$ cat src/rtl/cpu_pkg.sv
// Shared encodings for the 8-bit CPU: opcodes, FSM states, instruction field widths.
// Latency: n/a (constants and a pure helper function only).
// Backpressure: n/a.
package cpu_pkg;

   localparam int DATA_W = 8;
   localparam int OPC_W  = 4;
   localparam int REG_W  = 2;
   localparam int NREGS  = 4;

   // ALU opcodes double as alu_sel values
   localparam logic [OPC_W-1:0] OP_ADD  = 4'h0;
   localparam logic [OPC_W-1:0] OP_SUB  = 4'h1;
   localparam logic [OPC_W-1:0] OP_AND  = 4'h2;
   localparam logic [OPC_W-1:0] OP_OR   = 4'h3;
   localparam logic [OPC_W-1:0] OP_XOR  = 4'h4;
   localparam logic [OPC_W-1:0] OP_NAND = 4'h5;
   localparam logic [OPC_W-1:0] OP_NOR  = 4'h6;
   localparam logic [OPC_W-1:0] OP_XNOR = 4'h7;
   localparam logic [OPC_W-1:0] OP_LDI  = 4'h8;
   localparam logic [OPC_W-1:0] OP_MOV  = 4'h9;
   localparam logic [OPC_W-1:0] OP_JMP  = 4'hA;
   localparam logic [OPC_W-1:0] OP_JZ   = 4'hB;
   localparam logic [OPC_W-1:0] OP_HLT  = 4'hF;

   typedef enum logic [2:0] {
      ST_IDLE   = 3'd0,
      ST_FETCH  = 3'd1,
      ST_DECODE = 3'd2,
      ST_EXEC   = 3'd3,
      ST_IMM    = 3'd4,
      ST_HALT   = 3'd5
   } state_t;

   // Opcodes 0x0-0x7 are the ALU group
   function automatic logic is_alu_op(input logic [OPC_W-1:0] op);
      return ~op[OPC_W-1];
   endfunction

endpackage

$ cat src/rtl/cpu_control_unit_regfile.sv
// 4x8 register file: two combinational read ports, one synchronous write port.
// Latency: reads 0 cycles, writes visible the cycle after the write strobe.
// Backpressure: none; a write is always accepted.
module regfile4x8
   import cpu_pkg::*;
(
   input  logic              clk,
   input  logic              rst_n,
   input  logic              we_i,
   input  logic [REG_W-1:0]  waddr_i,
   input  logic [DATA_W-1:0] wdata_i,
   input  logic [REG_W-1:0]  raddr_a_i,
   input  logic [REG_W-1:0]  raddr_b_i,
   output logic [DATA_W-1:0] rdata_a_o,
   output logic [DATA_W-1:0] rdata_b_o
);

   logic [DATA_W-1:0] regs_q [NREGS];

   // Storage: cleared on reset, single write per cycle
   always_ff @(posedge clk or negedge rst_n) begin
      if (!rst_n) begin
         for (int i = 0; i < NREGS; i++) regs_q[i] <= '0;
      end else if (we_i) begin
         regs_q[waddr_i] <= wdata_i;
      end
   end

   assign rdata_a_o = regs_q[raddr_a_i];
   assign rdata_b_o = regs_q[raddr_b_i];

endmodule

$ cat src/rtl/cpu_control_unit.sv
// Multi-cycle fetch/decode/execute controller driving an external combinational ALU.
// Latency: ALU op 3 cycles, MOV/NOP 2, LDI/JMP/JZ 3, plus one per memory wait cycle.
// Backpressure: imem_req and imem_addr hold until imem_valid; FSM stalls in FETCH/IMM.
module cpu_control_unit
   import cpu_pkg::*;
#(
   parameter logic [7:0] PC_RESET = 8'h00
)(
   input  logic       clk,
   input  logic       rst_n,
   input  logic       start,
   output logic       imem_req,
   output logic [7:0] imem_addr,
   input  logic       imem_valid,
   input  logic [7:0] imem_data,
   output logic [7:0] alu_a,
   output logic [7:0] alu_b,
   output logic [3:0] alu_sel,
   input  logic [7:0] alu_result,
   output logic       wb_en,
   output logic [1:0] wb_addr,
   output logic [7:0] wb_data,
   output logic       zero,
   output logic [7:0] pc,
   output logic       halted
);

   state_t            state_q;
   logic [7:0]        ir_q;
   logic [7:0]        pc_q;
   logic              req_q;
   logic [7:0]        alu_a_q;
   logic [7:0]        alu_b_q;
   logic [3:0]        alu_sel_q;
   logic              wb_en_q;
   logic [1:0]        wb_addr_q;
   logic [7:0]        wb_data_q;
   logic              zero_q;
   logic              halted_q;

   logic [OPC_W-1:0]  opcode;
   logic [REG_W-1:0]  rd;
   logic [REG_W-1:0]  rs;
   logic [7:0]        rd_val;
   logic [7:0]        rs_val;
   logic [7:0]        pc_inc;
   logic              rf_we;
   logic [7:0]        rf_wdata;

   assign opcode = ir_q[7:4];
   assign rd     = ir_q[3:2];
   assign rs     = ir_q[1:0];
   assign pc_inc = pc_q + 8'd1;

   regfile4x8 u_regfile (
      .clk       (clk),
      .rst_n     (rst_n),
      .we_i      (rf_we),
      .waddr_i   (rd),
      .wdata_i   (rf_wdata),
      .raddr_a_i (rd),
      .raddr_b_i (rs),
      .rdata_a_o (rd_val),
      .rdata_b_o (rs_val)
   );

   // Write decision: MOV in DECODE, ALU result in EXEC, LDI immediate on IMM acceptance
   always_comb begin
      rf_we    = 1'b0;
      rf_wdata = alu_result;
      case (state_q)
         ST_DECODE: if (opcode == OP_MOV) begin
            rf_we    = 1'b1;
            rf_wdata = rs_val;
         end
         ST_EXEC:   rf_we = 1'b1;
         ST_IMM:    if (imem_valid && opcode == OP_LDI) begin
            rf_we    = 1'b1;
            rf_wdata = imem_data;
         end
         default:   ;
      endcase
   end

   // Main FSM with PC, IR and all registered outputs
   always_ff @(posedge clk or negedge rst_n) begin
      if (!rst_n) begin
         state_q   <= ST_IDLE;
         ir_q      <= '0;
         pc_q      <= PC_RESET;
         req_q     <= 1'b0;
         alu_a_q   <= '0;
         alu_b_q   <= '0;
         alu_sel_q <= '0;
         wb_en_q   <= 1'b0;
         wb_addr_q <= '0;
         wb_data_q <= '0;
         zero_q    <= 1'b0;
         halted_q  <= 1'b0;
      end else begin
         wb_en_q <= rf_we;
         if (rf_we) begin
            wb_addr_q <= rd;
            wb_data_q <= rf_wdata;
         end
         case (state_q)
            ST_IDLE: if (start) begin
               state_q <= ST_FETCH;
               req_q   <= 1'b1;
            end
            ST_FETCH: if (imem_valid) begin
               ir_q    <= imem_data;
               pc_q    <= pc_inc;
               req_q   <= 1'b0;
               state_q <= ST_DECODE;
            end
            ST_DECODE: begin
               if (is_alu_op(opcode)) begin
                  alu_a_q   <= rd_val;
                  alu_b_q   <= rs_val;
                  alu_sel_q <= opcode;
                  state_q   <= ST_EXEC;
               end else begin
                  case (opcode)
                     OP_LDI, OP_JMP, OP_JZ: begin
                        state_q <= ST_IMM;
                        req_q   <= 1'b1;
                     end
                     OP_HLT: begin
                        state_q  <= ST_HALT;
                        halted_q <= 1'b1;
                     end
                     default: begin
                        state_q <= ST_FETCH;
                        req_q   <= 1'b1;
                     end
                  endcase
               end
            end
            ST_EXEC: begin
               zero_q  <= (alu_result == 8'h00);
               state_q <= ST_FETCH;
               req_q   <= 1'b1;
            end
            ST_IMM: if (imem_valid) begin
               // The following FETCH keeps the request up, now at the updated PC
               case (opcode)
                  OP_JMP:  pc_q <= imem_data;
                  OP_JZ:   pc_q <= zero_q ? imem_data : pc_inc;
                  default: pc_q <= pc_inc;
               endcase
               state_q <= ST_FETCH;
            end
            ST_HALT: state_q <= ST_HALT;
            default: state_q <= ST_IDLE;
         endcase
      end
   end

   assign imem_req  = req_q;
   assign imem_addr = pc_q;
   assign alu_a     = alu_a_q;
   assign alu_b     = alu_b_q;
   assign alu_sel   = alu_sel_q;
   assign wb_en     = wb_en_q;
   assign wb_addr   = wb_addr_q;
   assign wb_data   = wb_data_q;
   assign zero      = zero_q;
   assign pc        = pc_q;
   assign halted    = halted_q;

endmodule
$ cat config.mk
export PLATFORM = sky130hd
export DESIGN_NAME = cpu_control_unit
export DESIGN_NICKNAME = d
export VERILOG_FILES = /design/src/rtl/cpu_pkg.sv /design/src/rtl/cpu_control_unit_regfile.sv /design/src/rtl/cpu_control_unit.sv
export SDC_FILE = /design/constraint.sdc
export NUM_CORES = 1
export LEC_CHECK = 0
export CAP_MARGIN = 20
export CORE_ASPECT_RATIO = 1.2
export CORE_MARGIN = 5
export CORE_UTILIZATION = 25
export CTS_CLUSTER_SIZE = 40
export DETAILED_ROUTE_END_ITERATION = 10
export PLACE_DENSITY = 0.45
export SYNTH_ARGS = -nofsm -noshare
export SYNTH_HDL_FRONTEND = slang
export SYNTH_SLANG_ARGS = --single-unit
$ cat constraint.sdc
create_clock -name clk -period 2.13 [get_ports clk]
set_input_delay 0.213 -clock clk [delete_from_list [all_inputs] [get_ports clk]]
set_output_delay 0.213 -clock clk [all_outputs]
set_load 0.01 [all_outputs]
* Word-level counts from Yosys, hierarchy flattened
Index checks and enable logic that the tools add are counted.
** Storage, ports and cells
- Input bits :: 20
- Register bits after elaboration :: 84
- Word-level logic and storage cells :: 82
- Output and inout bits :: 50
** Cells by class
- Equal/unequal tests :: 15
- Magnitude comparators :: 3
- Bitwise operators :: 3
- Multiplexer cells :: 31
- Add/sub/neg operators :: 1
- Reduce and logical (&&, ||, !) cells :: 13
** Operators with widths (number)
- $mux 8 :: 10
- $pmux 8 s2 :: 3
- $bmux 8 s2 :: 2
- $bwmux 32 :: 1
- $eq 4x4->1 const B :: 5
- $pmux 3 s6 :: 1
- $demux 8 s2 :: 1
- $mux 3 :: 4
- $ne 2x2->1 const B :: 5
- $reduce_and 3->1 :: 3
- $add 8x1->8 const B :: 1
- $logic_not 8->1 :: 1
- $eq 3x2->1 const B :: 2
- $eq 3x3->1 const B :: 2
- $ge 3x3->1 const B :: 2
- $mux 1 :: 6
- $not 2->3 :: 2
- $pmux 3 s2 :: 1
- $reduce_and 5->1 :: 1
- $pmux 1 s4 :: 1
- $reduce_and 2->1 :: 2
- $reduce_bool 4->1 :: 1
- $eq 3x1->1 const B :: 1
- $logic_not 3->1 :: 1
- 6 further kinds :: 7

* Longest topological paths before layout
- Word-level depth :: 7
- Gate-level depth with buffers :: 7
- Mapped depth without buffers :: 5

* Modules after synthesis
A second synthesis with hierarchy kept.
** Second synthesis, totals
- Cells, all modules :: 319
- Area total of the unflattened synthesis :: 4260.3 µm²
** Modules (own cells, without submodules)
- cpu_control_unit :: area an instance 2670.1 µm², seq. area each 1301.2 µm², cells each 231, instances 1
- regfile4x8 :: area an instance 1590.3 µm², seq. area each 800.8 µm², cells each 88, instances 1

* Worst setup path before layout
OpenSTA, ideal clock, no wires.
- Path kind :: register to register
- Start :: reg ir_q[5]
- End :: reg u_regfile.regs_q[24] (netlist bit)
- Arrival time :: 1831 ps
- Setup slack :: 175 ps
- Cell stages (with the launch flop) :: 6
- Library setup time :: 125 ps
- Buffers on the path :: 1
- Required time :: 2005 ps
- Period minus slack after synthesis :: 1955 ps
- Cell sequence :: dfrtp_1 > buf_6 > nor4b_4 > nand2_4 > a211oi_4 > mux2_2
** On the way
- Longest elaborated chain between the ends :: 5
- Elaborated cells on any way between the ends :: 10
- Those cells by class :: eq/ne: 2; mux: 7; reduce/logical: 1
** RTL lines
- start, declared :: line cpu_control_unit.sv:29 : logic [7:0] ir_q;
- start signal, assigned :: line cpu_control_unit.sv:112 : ir_q <= imem_data;
- $eq 4x4->1 :: line cpu_control_unit.sv:77 : ST_IMM: if (imem_valid && opcode == OP_LDI) begin
- $logic_and 1x1->1 :: line cpu_control_unit.sv:77
- $mux 8 :: line cpu_control_unit.sv:77
- $pmux 8 s2 :: line cpu_control_unit.sv:71 : case (state_q)
- $bwmux 32 :: line cpu_control_unit_regfile.sv:25 : regs_q[waddr_i] <= wdata_i;
- end signal, assigned by index :: line cpu_control_unit_regfile.sv:25
- end, declared :: line cpu_control_unit_regfile.sv:18 : logic [DATA_W-1:0] regs_q [NREGS];
Parallel ways exist; a longest one is shown, timed or not.
A chain may end at the register's enable or synchronous reset.

* Final worst setup path
- Start :: reg ir_q[6]
- End :: reg u_regfile.regs_q[0] (netlist bit)
Same word-level chain as after synthesis.

==> impl_metrics.env <==
export IMPL_status="finished, final reports clean"
export IMPL_multi_input_area_um2=2050
export IMPL_fp_row_count=52
export IMPL_r2r_cells=6
export IMPL_ys_ff_latch=84
export IMPL_synth_area_um2=4340
export IMPL_synth_top_area_share_pct=48.5
export IMPL_antenna_left=0
export IMPL_cts_made_buffers=9
export IMPL_required_ns=2.36
export IMPL_skew_ns=0.00664
export IMPL_clock_sinks=84
export IMPL_peakVddDrop_mv=0.444
export IMPL_clk_pin_slew_ns=0.06
export IMPL_p_leak_nw=2.18
export IMPL_wire_per_inst_um=18.9
export IMPL_setup_viol=0
export IMPL_ys_top_cells_by_area="dfrtp_1 48%, mux2_2 18%, mux4_2 8.3%"
export IMPL_yosysSeqAreaShare_pct=48.5
export IMPL_r2r_start="ir_q[6]"
export IMPL_slew_violations=0
export IMPL_fin_hold_ws_ns=0.339
export IMPL_grtUsageTotal_pct=12.8
export IMPL_synthArstFlopShare_pct=100
export IMPL_finalHoldViolCount=0
export IMPL_drc_errors=0
export IMPL_cpPeakStageDelay_ns=0.48
export IMPL_fin_nets=450
export IMPL_diodes=0
export IMPL_synth_nets=361
export IMPL_final_layout_size_suffix_gt1_share_pct=35.3
export IMPL_die_y_um=154
export IMPL_dieArea_um2=20100
export IMPL_via_count=3183
export IMPL_gp_congestion=0.777
export IMPL_avgSynthCellArea_um2=12.8
export IMPL_path_max_fanout=9
export IMPL_path_delay_family="flip-flops"
export IMPL_slew_headroom_pct=60.4
export IMPL_fmax_ghz=0.499
export IMPL_start_util_pct=25.5
export IMPL_dp_slack_ns=-0.176
export IMPL_dr_pass1_iters=4
export IMPL_period_share_pct=94.1
export IMPL_area_growth_pct=33.4
export IMPL_cp_cell_sequence="nor4bb_2, buf_4, nand2_4, a21oi_2, buf_4, mux2_2"
export IMPL_finalNonFillerCells=650
export IMPL_grt_pass1_vias=3388
export IMPL_cts_tree="built"
export IMPL_synthFlopType="dfrtp_1"
export IMPL_finalWorstSetupSlack_ns=0.125
export IMPL_yosysWarnings=0
export IMPL_portBuffers=68
export IMPL_critPathSlowestCell="dfrtp_1"
export IMPL_wirelength_um=12300
export IMPL_crit_arrival_ns=2.24
export IMPL_drtIter0Drc=214
export IMPL_fp_coreArea_um2=17000
export IMPL_die_w_um=130
export IMPL_placedCellCount=633
export IMPL_total_power_mw=8.59
export IMPL_grt_remaining_overflow=0
export IMPL_hp_class="in -> async"
export IMPL_clock_latency_ns=0.35
export IMPL_worstSetupPathType="reg -> reg"
export IMPL_endpoint_kind="flop"
export IMPL_dp_hpwl_um=8960
export IMPL_grt_pass1_wl_um=19400
export IMPL_rsz0062_at_grt="no"
export IMPL_cts_path_max_buffers=2
export IMPL_vias_per_cell=4.90
export IMPL_regArea_um2=2100
export IMPL_synth_edff_count=0
export IMPL_htree_levels=3
export IMPL_maxCapViolCount=0
export IMPL_crit_path_frequent_cell="buf_4"
export IMPL_r2r_slack_ns=0.13
export IMPL_power_per_cell_area_nw_per_um2=1480
export IMPL_finalCriticalPeriod_ns=2.00
export IMPL_fill_cells=1659
export IMPL_tightest_slew_ns=0.594
export IMPL_regToRegEndpoint="u_regfile.regs_q[0]"
export IMPL_synth_top_area_cell="dfrtp_1"
export IMPL_io_pins=70
export IMPL_antenna_found_initial=0
export IMPL_cp_num_buf_inv=2
export IMPL_synthCells=340
export IMPL_root_buffer="clkbuf_16"
export IMPL_grt_max_degree=46
export IMPL_startpoint_type="flop"
export IMPL_ys_types=52
## worst max-delay path by stage
| stage | startpoint | endpoint | slack [ns] | cells past startpoint |
|---|---|---|---|---|
| CTS | ir_q[7] | u_regfile.regs_q[10] | 0.02 | 6 |
| finish | ir_q[6] | u_regfile.regs_q[0] | 0.13 | 6 |
| global route | ir_q[6] | u_regfile.regs_q[1] | 0.01 | 6 |
| detailed placement | imem_valid | u_regfile.regs_q[13] | -0.18 | 5 |
| global placement | imem_valid | u_regfile.regs_q[13] | -0.21 | 5 |
| floorplan | ir_q[5] | u_regfile.regs_q[24] | 0.17 | 5 |
## cell usage after synthesis, types with 3 or more instances
cell type	count
a21oi_1	9
a2bb2oi_1	5
clkbuf_1	8
inv_1	4
mux2_2	68
dfrtp_1	84
nor2b_1	3
o31ai_1	4
a21oi_2	3
buf_2	6
nand2b_1	4
nand3_1	28
nand2_1	14
nand4_1	8
buf_4	12
o22ai_1	4
o21ai_0	5
o211ai_1	11
mux4_2	16
nor2_1	5
## sequential cells by signal, summed over array words and instances, names as in the netlist, 2 cells and up
name,flops
wb_addr,2
imem_addr,8
alu_a,8
wb_data,8
alu_sel,3
alu_b,8
ir_q,8
state_q,3
u_regfile.regs_q,32
## cell families after synthesis
| group | share of synthesized area (%) |
|---|---|
| buffers and inverters | 4.62 |
| AND/OR/NAND/NOR | 11.7 |
| flip-flops | 48.5 |
| AO/OA/AOI/OAI | 7.96 |
| multiplexers | 26.7 |
| adder cells (fa/ha/maj) | 0.288 |
| XOR/XNOR | 0.202 |
| other | 0.0865 |
## routing by layer
layer	global-route usage, %	vias to the layer above	share of wire [%]	wire [um]
met5	0	-	0	0
met4	5.94	0	2.6	320
met3	2.10	19	4.1	510
met2	20.5	87	49	6050
met1	16.8	1626	44	5430
li1	-	1451	-	-
## layout make-up
cell class / count / share of cell area [%]
sequential: 84 / 36.3
multi-input combinational: 221 / 35.5
timing repair buffer: 109 / 18.2
tap: 216 / 4.67
clock buffer: 12 / 4.26
clock inverter: 4 / 0.843
inverter: 4 / 0.259
## repair_timing
| item | CTS | global route |
|---|---|---|
| gates resized for setup | 0 | 4 |
| endpoints found under the setup margin | 0 | 27 |
| setup buffers | 0 | 0 |
| hold buffers | 1 | 0 |
| hold endpoints to repair | 25 | 0 |
## metrics by stage
stage / setup TNS, ns / util [%] / instance area, um2
2_1_floorplan: 0 / - / 4340
3_3_place_gp: -5.24 / 32.2 / 5460
3_5_place_dp: -4.33 / 32.2 / 5460
4_1_cts: 0 / 34.0 / 5770
5_1_grt: 0 / 34.1 / 5790
6_report: 0 / 34.1 / 5790
## power breakdown
part           leakage, nW  internal [mW]  switching (mW)
Clock                0.147          0.940           0.656
Sequential           0.955           2.33           0.635
Combinational         1.07           2.37            1.66
## placed cells by master (no fill, tap or decap), types with 9 or more instances in the layout
| cell type | n |
|---|---|
| a21oi_1 | 9 |
| clkdlybuf4s50_1 | 67 |
| dfrtp_1 | 83 |
| mux4_2 | 16 |
| clkbuf_16 | 9 |
| o211ai_1 | 11 |
| nand3_1 | 28 |
| buf_4 | 36 |
| nand2_1 | 14 |
| mux2_2 | 68 |
(Power assumes the default switching activity.)
==> RTL edit: new RTL, same flow settings <==
Remove the register `wb_en_q`: a continuous assignment takes its place, so the output `wb_en` follows one clock earlier.
--- a/src/rtl/cpu_control_unit.sv
+++ b/src/rtl/cpu_control_unit.sv
@@ -92,13 +92,11 @@
          alu_a_q   <= '0;
          alu_b_q   <= '0;
          alu_sel_q <= '0;
-         wb_en_q   <= 1'b0;
          wb_addr_q <= '0;
          wb_data_q <= '0;
          zero_q    <= 1'b0;
          halted_q  <= 1'b0;
       end else begin
-         wb_en_q <= rf_we;
          if (rf_we) begin
             wb_addr_q <= rd;
             wb_data_q <= rf_wdata;
@@ -157,6 +155,8 @@
       end
    end
 
+   assign wb_en_q = rf_we;
+
    assign imem_req  = req_q;
    assign imem_addr = pc_q;
    assign alu_a     = alu_a_q;
Behaviour: not the same (a bounded check fails within 4 cycles, from zero or initial values and one cycle with rst_n low).
==> RTL edit against the original RTL <==
- routed wire length grew 0.72%
- first-iteration DRC count grew 21%
- design area rose by 0.76%
- worst setup slack worse by 0.030 ns
- utilization up 0.39 points
- sequential cell count fell by 1
- total power up 1.8%
- area after synthesis decreased by 0.58%
==> RTL edit: results (changes against the original RTL) <==
| Metric | Value |
|---|---|
| Dominant cells by area after synthesis | `sky130_fd_sc_hd__dfrtp_1 48%, sky130_fd_sc_hd__mux2_2 18%, sky130_fd_sc_hd__mux4_2 8.4%` |
| Multiplexer fraction of the synthesized cell area | `26.8% (+0.15 points)` |
| CTS Root Buffer Type | `sky130_fd_sc_hd__clkbuf_16` |
| Largest register by flop count | `u_regfile.regs_q` |
| EDFF count, synth | `0 (unchanged)` |
| Number of global-route vias before repair | `3,406 (+0.53%)` |
| Compound-Gate Fraction of Synth Area | `8.01% (+0.046 points)` |
| Clock slew at the register clock pins of the worst setup and hold paths | `0.06 ns (about the same)` |
| Buffers on Ports | `68 (unchanged)` |
| Global-route wire length before repair | `19,300 um (-0.46%)` |
| Post-synthesis adder-cell area fraction | `0.290% (+0.0017 points)` |
| Via density per instance | `4.96 (+1.2%)` |
| Sequential cell area fraction in the yosys report | `48.2% (-0.30 points)` |
| Total setup buffers inserted after CTS | `3 (+3)` |
| Fraction of final layout cells with drive strength greater than 1 | `35.9% (+0.61 points)` |
| Clock Latency Late Sink | `0.35 ns (about the same)` |
| Clock skew | `0.00824 ns (+0.00160 ns)` |
| Rel. slew slack | `50.3% (-10 points)` |
| Peak ir drop on the vdd network | `546 uV (+23%)` |
| Number of cells traversed by the worst register-to-register path | `5 (-1)` |
| Leakage power total | `2.20 nW (+1.0%)` |
| Detailed Routing Iterations Pass 1 | `4 (unchanged)` |
| Maximum number of pins on one net before global-route repair | `50 (+8.7%)` |
| Reg-to-reg critical path endpoint | `u_regfile.regs_q[25]$_DFFE_PN0P_` |
| Arrival time reported for the critical path endpoint | `2.27 ns (+0.03 ns)` |
| Fraction of synthesized cell area in xor and xnor cells | `0.203% (+0.0012 points)` |
| Post-cts gate resize count | `3 (+3)` |
| Final net count | `451 (+0.22%)` |
| Crit-path max FO | `8 (-1)` |
| Reg2Reg Setup Slack | `0.1 ns (-0.03 ns)` |
| Net count after synthesis | `360 (-0.28%)` |
| Switching share of power | `34.0% (-0.40 points)` |
| Combined global-route utilization of all metal layers | `12.7% (-0.077 points)` |
| Number of distinct standard cells referenced by the synthesized netlist | `52 (unchanged)` |
| Result of the run | `finished clean` |
| Setup slack after placement | `-0.149 ns (+0.0270 ns)` |
| Cts hold-fix bufs | `1 (unchanged)` |
| Starting DRT DRC Count | `260 (+21%)` |
| Routed wire length per instance | `19.0 um (+0.56%)` |
| Final weighted congestion in routability-driven placement | `0.786 (+1.1%)` |
| Final HPWL DP | `9000 um (+0.50%)` |
| Largest register FFs | `32 (unchanged)` |
| Crit Reg-Reg Startpoint | `state_q[1]$_DFFE_PN0P_` |
| Inserted Clock Buffers | `9 (unchanged)` |
| Post-Place Cell Area | `0.00544 sq mm (-0.50%)` |
| Synth top cells by count | `83 x sky130_fd_sc_hd__dfrtp_1, 68 x sky130_fd_sc_hd__mux2_2, 28 x sky130_fd_sc_hd__nand3_1` |
## RTL edit: changes by cell type after synthesis
cell                      before  now
sky130_fd_sc_hd__dfrtp_1      84   83
## RTL edit: layer usage
metal | wire length [um] | global-route usage, % | up-vias
met3 | 523 | 3.44 | 10
met5 | 0 | 0 | -
met2 | 6050 | 20.5 | 80
li1 | - | - | 1456
met4 | 141 | 3.51 | 0
met1 | 5680 | 16.7 | 1680
## RTL edit: power by group through the flow
stage          logic (mW)  registers (mW)  clock network, mW
2_1_floorplan        2.30            2.87                  0
3_3_place_gp         4.00            2.95                  0
3_5_place_dp         4.05            2.97                  0
4_1_cts              4.10            2.96               1.82
5_1_grt              4.35            3.05               1.88
6_report             4.05            2.93               1.76
## RTL edit: through the flow
stage / instances / TNS, ns / util [%] / hold WS (ns)
after floorplan: 339 / 0 / - / -0.0826
after CTS: 650 / 0 / 34.4 / 0.408
final: 651 / 0 / 34.5 / 0.376
after global placement: 630 / -4.34 / 32.1 / 0.229
after global routing: 651 / 0 / 34.5 / 0.439
after detailed placement: 630 / -3.71 / 32.1 / 0.231
## RTL edit: critical path: stages, from the launching register on
cell,delay (ns)
sky130_fd_sc_hd__dfrtp_1,0.43
sky130_fd_sc_hd__or4b_1,0.55
sky130_fd_sc_hd__buf_4,0.19
sky130_fd_sc_hd__o211ai_1,0.17
sky130_fd_sc_hd__nand4_1,0.23
sky130_fd_sc_hd__mux2_2,0.35
## RTL edit: area by class of cell
cell class	count	area [sq um]
Fill cell	1668	11100
Multi-Input combinational cell	221	2050
Tap cell	216	270
Inverter	4	15.0
Clock inverter	5	85.1
Sequential cell	83	2080
Timing Repair Buffer	111	1080
Clock buffer	11	253
## RTL edit: cells by family after synthesis
family	count (synthesis)
compound gates	48
simple gates	83
mux	87
fa+ha+maj	1
xor+xnor	1
flops	83
other cells	1
buf+inv	35
## RTL edit: how the worst max path moves through the flow
stage / cells after the start / endpoint / start / slack [ns]
2_1_floorplan: 5 / u_regfile.regs_q[24]$_DFFE_PN0P_ / ir_q[5]$_DFFE_PN0P_ / 0.17
3_3_place_gp: 6 / wb_data[5]$_DFFE_PN0P_ / imem_valid / -0.19
3_5_place_dp: 6 / wb_data[5]$_DFFE_PN0P_ / imem_valid / -0.15
4_1_cts: 5 / wb_en / ir_q[5]$_DFFE_PN0P_ / 0.06
5_1_grt: 5 / wb_data[7]$_DFFE_PN0P_ / state_q[1]$_DFFE_PN0P_ / 0.007
6_report: 5 / u_regfile.regs_q[25]$_DFFE_PN0P_ / state_q[1]$_DFFE_PN0P_ / 0.1
